[config.mk]
export PLATFORM = sky130hd
export DESIGN_NAME = valid_sweep_ctrl
export DESIGN_NICKNAME = d
export VERILOG_FILES = /design/src/rtl/valid_sweep_pkg.sv /design/src/rtl/valid_sweep_ctrl.sv
export SDC_FILE = /design/constraint.sdc
export NUM_CORES = 1
export LEC_CHECK = 0
export ABC_CLOCK_PERIOD_IN_PS = 1850
export CORE_MARGIN = 2
export CORE_UTILIZATION = 42
export CTS_BUF_LIST = sky130_fd_sc_hd__clkbuf_4 sky130_fd_sc_hd__clkbuf_8 sky130_fd_sc_hd__clkbuf_16
export DETAILED_ROUTE_END_ITERATION = 7
export PLACE_DENSITY = 0.75
export SKIP_CTS_REPAIR_TIMING = 1
export SYNTH_ARGS = -nofsm -noshare
export SYNTH_HDL_FRONTEND = slang
export SYNTH_SLANG_ARGS = --single-unit
[constraint.sdc]
create_clock -name globalclock -period 1.85 [get_ports globalclock]
set_clock_uncertainty 0.15 [all_clocks]
set_input_delay 0.2775 -clock globalclock [delete_from_list [all_inputs] [get_ports globalclock]]
set_output_delay 0.2775 -clock globalclock [all_outputs]
set_load 0.02 [all_outputs]
[src/rtl/valid_sweep_pkg.sv]
// rtl/valid_sweep_pkg.sv - shared defaults and state type for the valid-bit sweep controller
package valid_sweep_pkg;

  localparam int LINES_DEFAULT   = 1024;
  localparam int INDEX_W_DEFAULT = 10;

  typedef enum logic [2:0] {
    ST_IDLE  = 3'd0,
    ST_CHECK = 3'd1,
    ST_WB    = 3'd2,
    ST_CLEAR = 3'd3,
    ST_DONE  = 3'd4
  } sweep_state_e;

endpackage

[src/rtl/valid_sweep_ctrl.sv]
// rtl/valid_sweep_ctrl.sv - walks every cache line, writes back valid lines if asked, then clears their valid bit
module valid_sweep_ctrl
  import valid_sweep_pkg::*;
#(
  parameter int LINES   = LINES_DEFAULT,
  parameter int INDEX_W = INDEX_W_DEFAULT
) (
  input  logic               globalclock,
  input  logic               reset,
  input  logic               flush_req,
  input  logic               flush_mode,
  output logic               flush_busy,
  output logic               flush_done,
  output logic [INDEX_W-1:0] vm_address,
  output logic               vm_wrEn,
  output logic               vm_inValidity,
  input  logic               vm_isValid,
  output logic               wb_req,
  output logic [INDEX_W-1:0] wb_index,
  input  logic               wb_ack,
  output logic [INDEX_W:0]   lines_cleared
);

  sweep_state_e       state_q, state_d;
  logic [INDEX_W-1:0] idx_q, idx_d;
  logic               mode_q, mode_d;
  logic [INDEX_W:0]   cleared_q, cleared_d;
  logic               advance;
  logic               last_line;

  assign last_line = (idx_q == INDEX_W'(LINES - 1));

  always_ff @(posedge globalclock or posedge reset) begin
    if (reset) begin
      state_q   <= ST_IDLE;
      idx_q     <= '0;
      mode_q    <= 1'b0;
      cleared_q <= '0;
    end else begin
      state_q   <= state_d;
      idx_q     <= idx_d;
      mode_q    <= mode_d;
      cleared_q <= cleared_d;
    end
  end

  always_comb begin
    state_d   = state_q;
    idx_d     = idx_q;
    mode_d    = mode_q;
    cleared_d = cleared_q;
    advance   = 1'b0;

    case (state_q)
      ST_IDLE: begin
        if (flush_req) begin
          idx_d     = '0;
          mode_d    = flush_mode;
          cleared_d = '0;
          state_d   = ST_CHECK;
        end
      end
      ST_CHECK: begin
        if (!vm_isValid) begin
          advance = 1'b1;
        end else begin
          state_d = mode_q ? ST_CLEAR : ST_WB;
        end
      end
      ST_WB: begin
        if (wb_ack) begin
          state_d = ST_CLEAR;
        end
      end
      ST_CLEAR: begin
        cleared_d = cleared_q + 1'b1;
        advance   = 1'b1;
      end
      ST_DONE: begin
        state_d = ST_IDLE;
      end
      default: begin
        state_d = ST_IDLE;
      end
    endcase

    // The last line ends the sweep instead of wrapping the index.
    if (advance) begin
      if (last_line) begin
        state_d = ST_DONE;
      end else begin
        idx_d   = idx_q + 1'b1;
        state_d = ST_CHECK;
      end
    end
  end

  always_comb begin
    flush_busy    = (state_q != ST_IDLE);
    flush_done    = (state_q == ST_DONE);
    vm_address    = (state_q == ST_IDLE) ? '0 : idx_q;
    vm_wrEn       = (state_q == ST_CLEAR);
    vm_inValidity = 1'b0;
    wb_req        = (state_q == ST_WB);
    wb_index      = (state_q == ST_WB) ? idx_q : '0;
    lines_cleared = cleared_q;
  end

endmodule

==> impl_metrics.tcl <==
set metrics [dict create \
    setup_slack_ns -0.0851 \
    synth.distinct_cells 43 \
    crit_path_end_kind "output port" \
    rr_worst_depth 4 \
    synthTopCellsByCount "dfrtp_1, nand2_1, nor2b_1, and2_1, nand3_1" \
    crit_path_end "vm_address[2]" \
    drive_above_1_share_pct 38.1 \
    syn_inst 161 \
    grt_pass1_vias 1386 \
    grt_max_degree 26 \
    dieArea_um2 3970 \
    cts_buffers 3 \
    vias_per_cell 5.52 \
    cts_tree "built" \
    crit_arrival_ns 1.51 \
    fmax_ghz 0.517 \
    worstSetupStartpointType "flop" \
    cts.path.max_buffers 2 \
    setup_viol 19 \
    drv_slew 0 \
    fp.dieW_um 63.0 \
    rsz0062_at_grt "true" \
    drt-initial-drc-count 50 \
    drt_first_pass_iters 4 \
    numClockSinks 25 \
    core-area_um2 3340 \
    p_leak_nw 1.20 \
    crit_type "reg -> out" \
    initial_utilization_pct 43.8 \
    place_area_um2 2050 \
    io_pins 42 \
    synth.avg_cell_area_um2 9.08 \
    num_rows 21 \
    status "finished with violations" \
    min_path_type "in -> async" \
    violations "negative setup slack" \
    grt_pass1_wl_mm 6.17 \
    netlist_area_um2 1460 \
    synth_area_leaders "dfrtp_1, nor2b_1, mux2i_1" \
    root_buffer "clkbuf_4" \
    synth_ff_type "dfrtp_1" \
    yosys.area.top_type_share_pct 42.8 \
    die_h_um 63.0 \
    pre_cts_ws_ns -0.273 \
    crit_required_ns 1.42 \
    r2r_setup_slack_ns -0.06 \
    seq_area_frac_synth_pct 42.8 \
    worstPathMaxFanout 7 \
    hold_viol 0 \
    finalCritPeriodShare_pct 105 \
    clk_pin_slew_worst_paths_ns 0.16 \
    design_area_um2 2230 \
    grt-ovfl-total 0 \
    area_growth_pct 52.4 \
    p_per_area_nw_per_um2 1310 \
    irDropWorstVdd_v 0.000613 \
    ys_async_sr_fraction_pct 100 \
    maxCapViolCount 0 \
    syn-num-nets 169 \
    r2r_end "idx_q[7]" \
    insertion_delay_ns 0.32 \
    final_nets 232 \
    fin_crit_ns 1.94 \
    detail-route-antenna-nets 0 \
    vias 1486 \
    yosysMostFrequentCell "dfrtp_1" \
    antenna_found_initial 0 \
    drc 0 \
    wl_mm 4.08 \
    startpoint "state_q[2]" \
    reg2reg_from "state_q[0]" \
    port_buffers 40 \
    wire_per_inst_um 15.2 \
    antenna_cells 0 \
    yosys_warnings 0 \
    dp_hpwl_mm 2.71 \
    ys_ff_latch 25 \
    yosys.area.top_type "dfrtp_1" \
    hold-worst-slack_ns 0.138 \
    gp_congestion 0.907 \
    grt_usage_pct 18.9 \
    synth_edf_count 0 \
    htree_levels 1 \
]
[cell families (layout without fill, tap and decap cells)]
logic type	count (synthesis)	count (layout)	synth area share (%)
AOI/OAI and AO/OA	29	29	13.5
xor gates and xnor gates	2	2	1.20
adders and majority gates	2	2	1.71
buffers and inverters	11	73	3.42
DFF	25	25	42.8
muxes	8	8	5.56
other	1	1	0.256
and+or+nand+nor	83	83	31.6
[worst min-delay path by stage]
stage | cells after the start | end | slack (ns) | start
after floorplan | 1 | idx_q[0] | 0.15 | reset
after global placement | 1 | lines_cleared[10] | 0.32 | lines_cleared[10]
after detailed placement | 1 | lines_cleared[10] | 0.34 | lines_cleared[10]
after CTS | 3 | state_q[1] | 0.15 | reset
after global routing | 3 | lines_cleared[0] | 0.16 | reset
final | 3 | state_q[1] | 0.14 | reset
[stage by stage]
step	total power, mW	utilization, %	cells	TNS, ns
2_1_floorplan	1.70	-	161	0
3_3_place_gp	2.39	61.3	261	-3.61
3_5_place_dp	2.45	61.3	261	-4.33
4_1_cts	2.70	62.3	265	-11.15
5_1_grt	3.12	66.8	269	-2.69
6_report	2.92	66.8	269	-0.831
[critical path: stages, from the launching register on]
cell	delay (ns)
dfrtp_2	0.52
nor3_4	0.27
buf_6	0.19
nor2b_1	0.05
buf_4	0.15
[cell type report]
class,instances,area (um^2)
Fill cell,281,1110
Multi-Input combinational cell,125,911
Sequential cell,25,633
Timing Repair Buffer,66,586
Tap cell,46,57.6
Clock buffer,3,22.5
Inverter,3,11.3
Clock inverter,1,8.76
[cell usage in the layout (no fill, tap or decap), types with 3 or more instances in the layout]
master | synthesis | routed
nor3_1 | 5 | 4
nand3_1 | 10 | 9
dlymetal6s2s_1 | 0 | 8
and4_1 | 4 | 4
nand4_1 | 4 | 4
and3_1 | 6 | 6
o21ai_0 | 7 | 6
dfrtp_2 | 0 | 6
nor2b_4 | 0 | 4
and2_4 | 0 | 4
nor2b_1 | 12 | 7
buf_2 | 3 | 5
clkbuf_2 | 1 | 4
a21oi_1 | 5 | 4
nand2_1 | 16 | 16
and2_1 | 11 | 7
dfrtp_1 | 25 | 19
clkdlybuf4s50_1 | 0 | 8
clkbuf_4 | 0 | 3
a31oi_1 | 3 | 3
mux2i_1 | 7 | 7
buf_4 | 1 | 27
nor2_1 | 6 | 5
buf_6 | 0 | 14
[flip-flops by register name, indices dropped and copies added (netlist names)]
| name | flops |
|---|---|
| idx_q | 10 |
| state_q | 3 |
| lines_cleared | 11 |
| mode_q | 1 |
[layer usage]
layer,GRT usage (%),up-vias,part of all wire (%)
li1,-,707,-
met1,25.3,737,45
met2,32.7,38,51
met3,1.62,4,3.3
met4,4.72,0,1.2
met5,0,-,0
[power by group]
group	internal [mW]	switching [mW]
combinational	0.820	0.894
sequential	0.714	0.229
clock	0.0879	0.179
(Power assumes the default switching activity.)
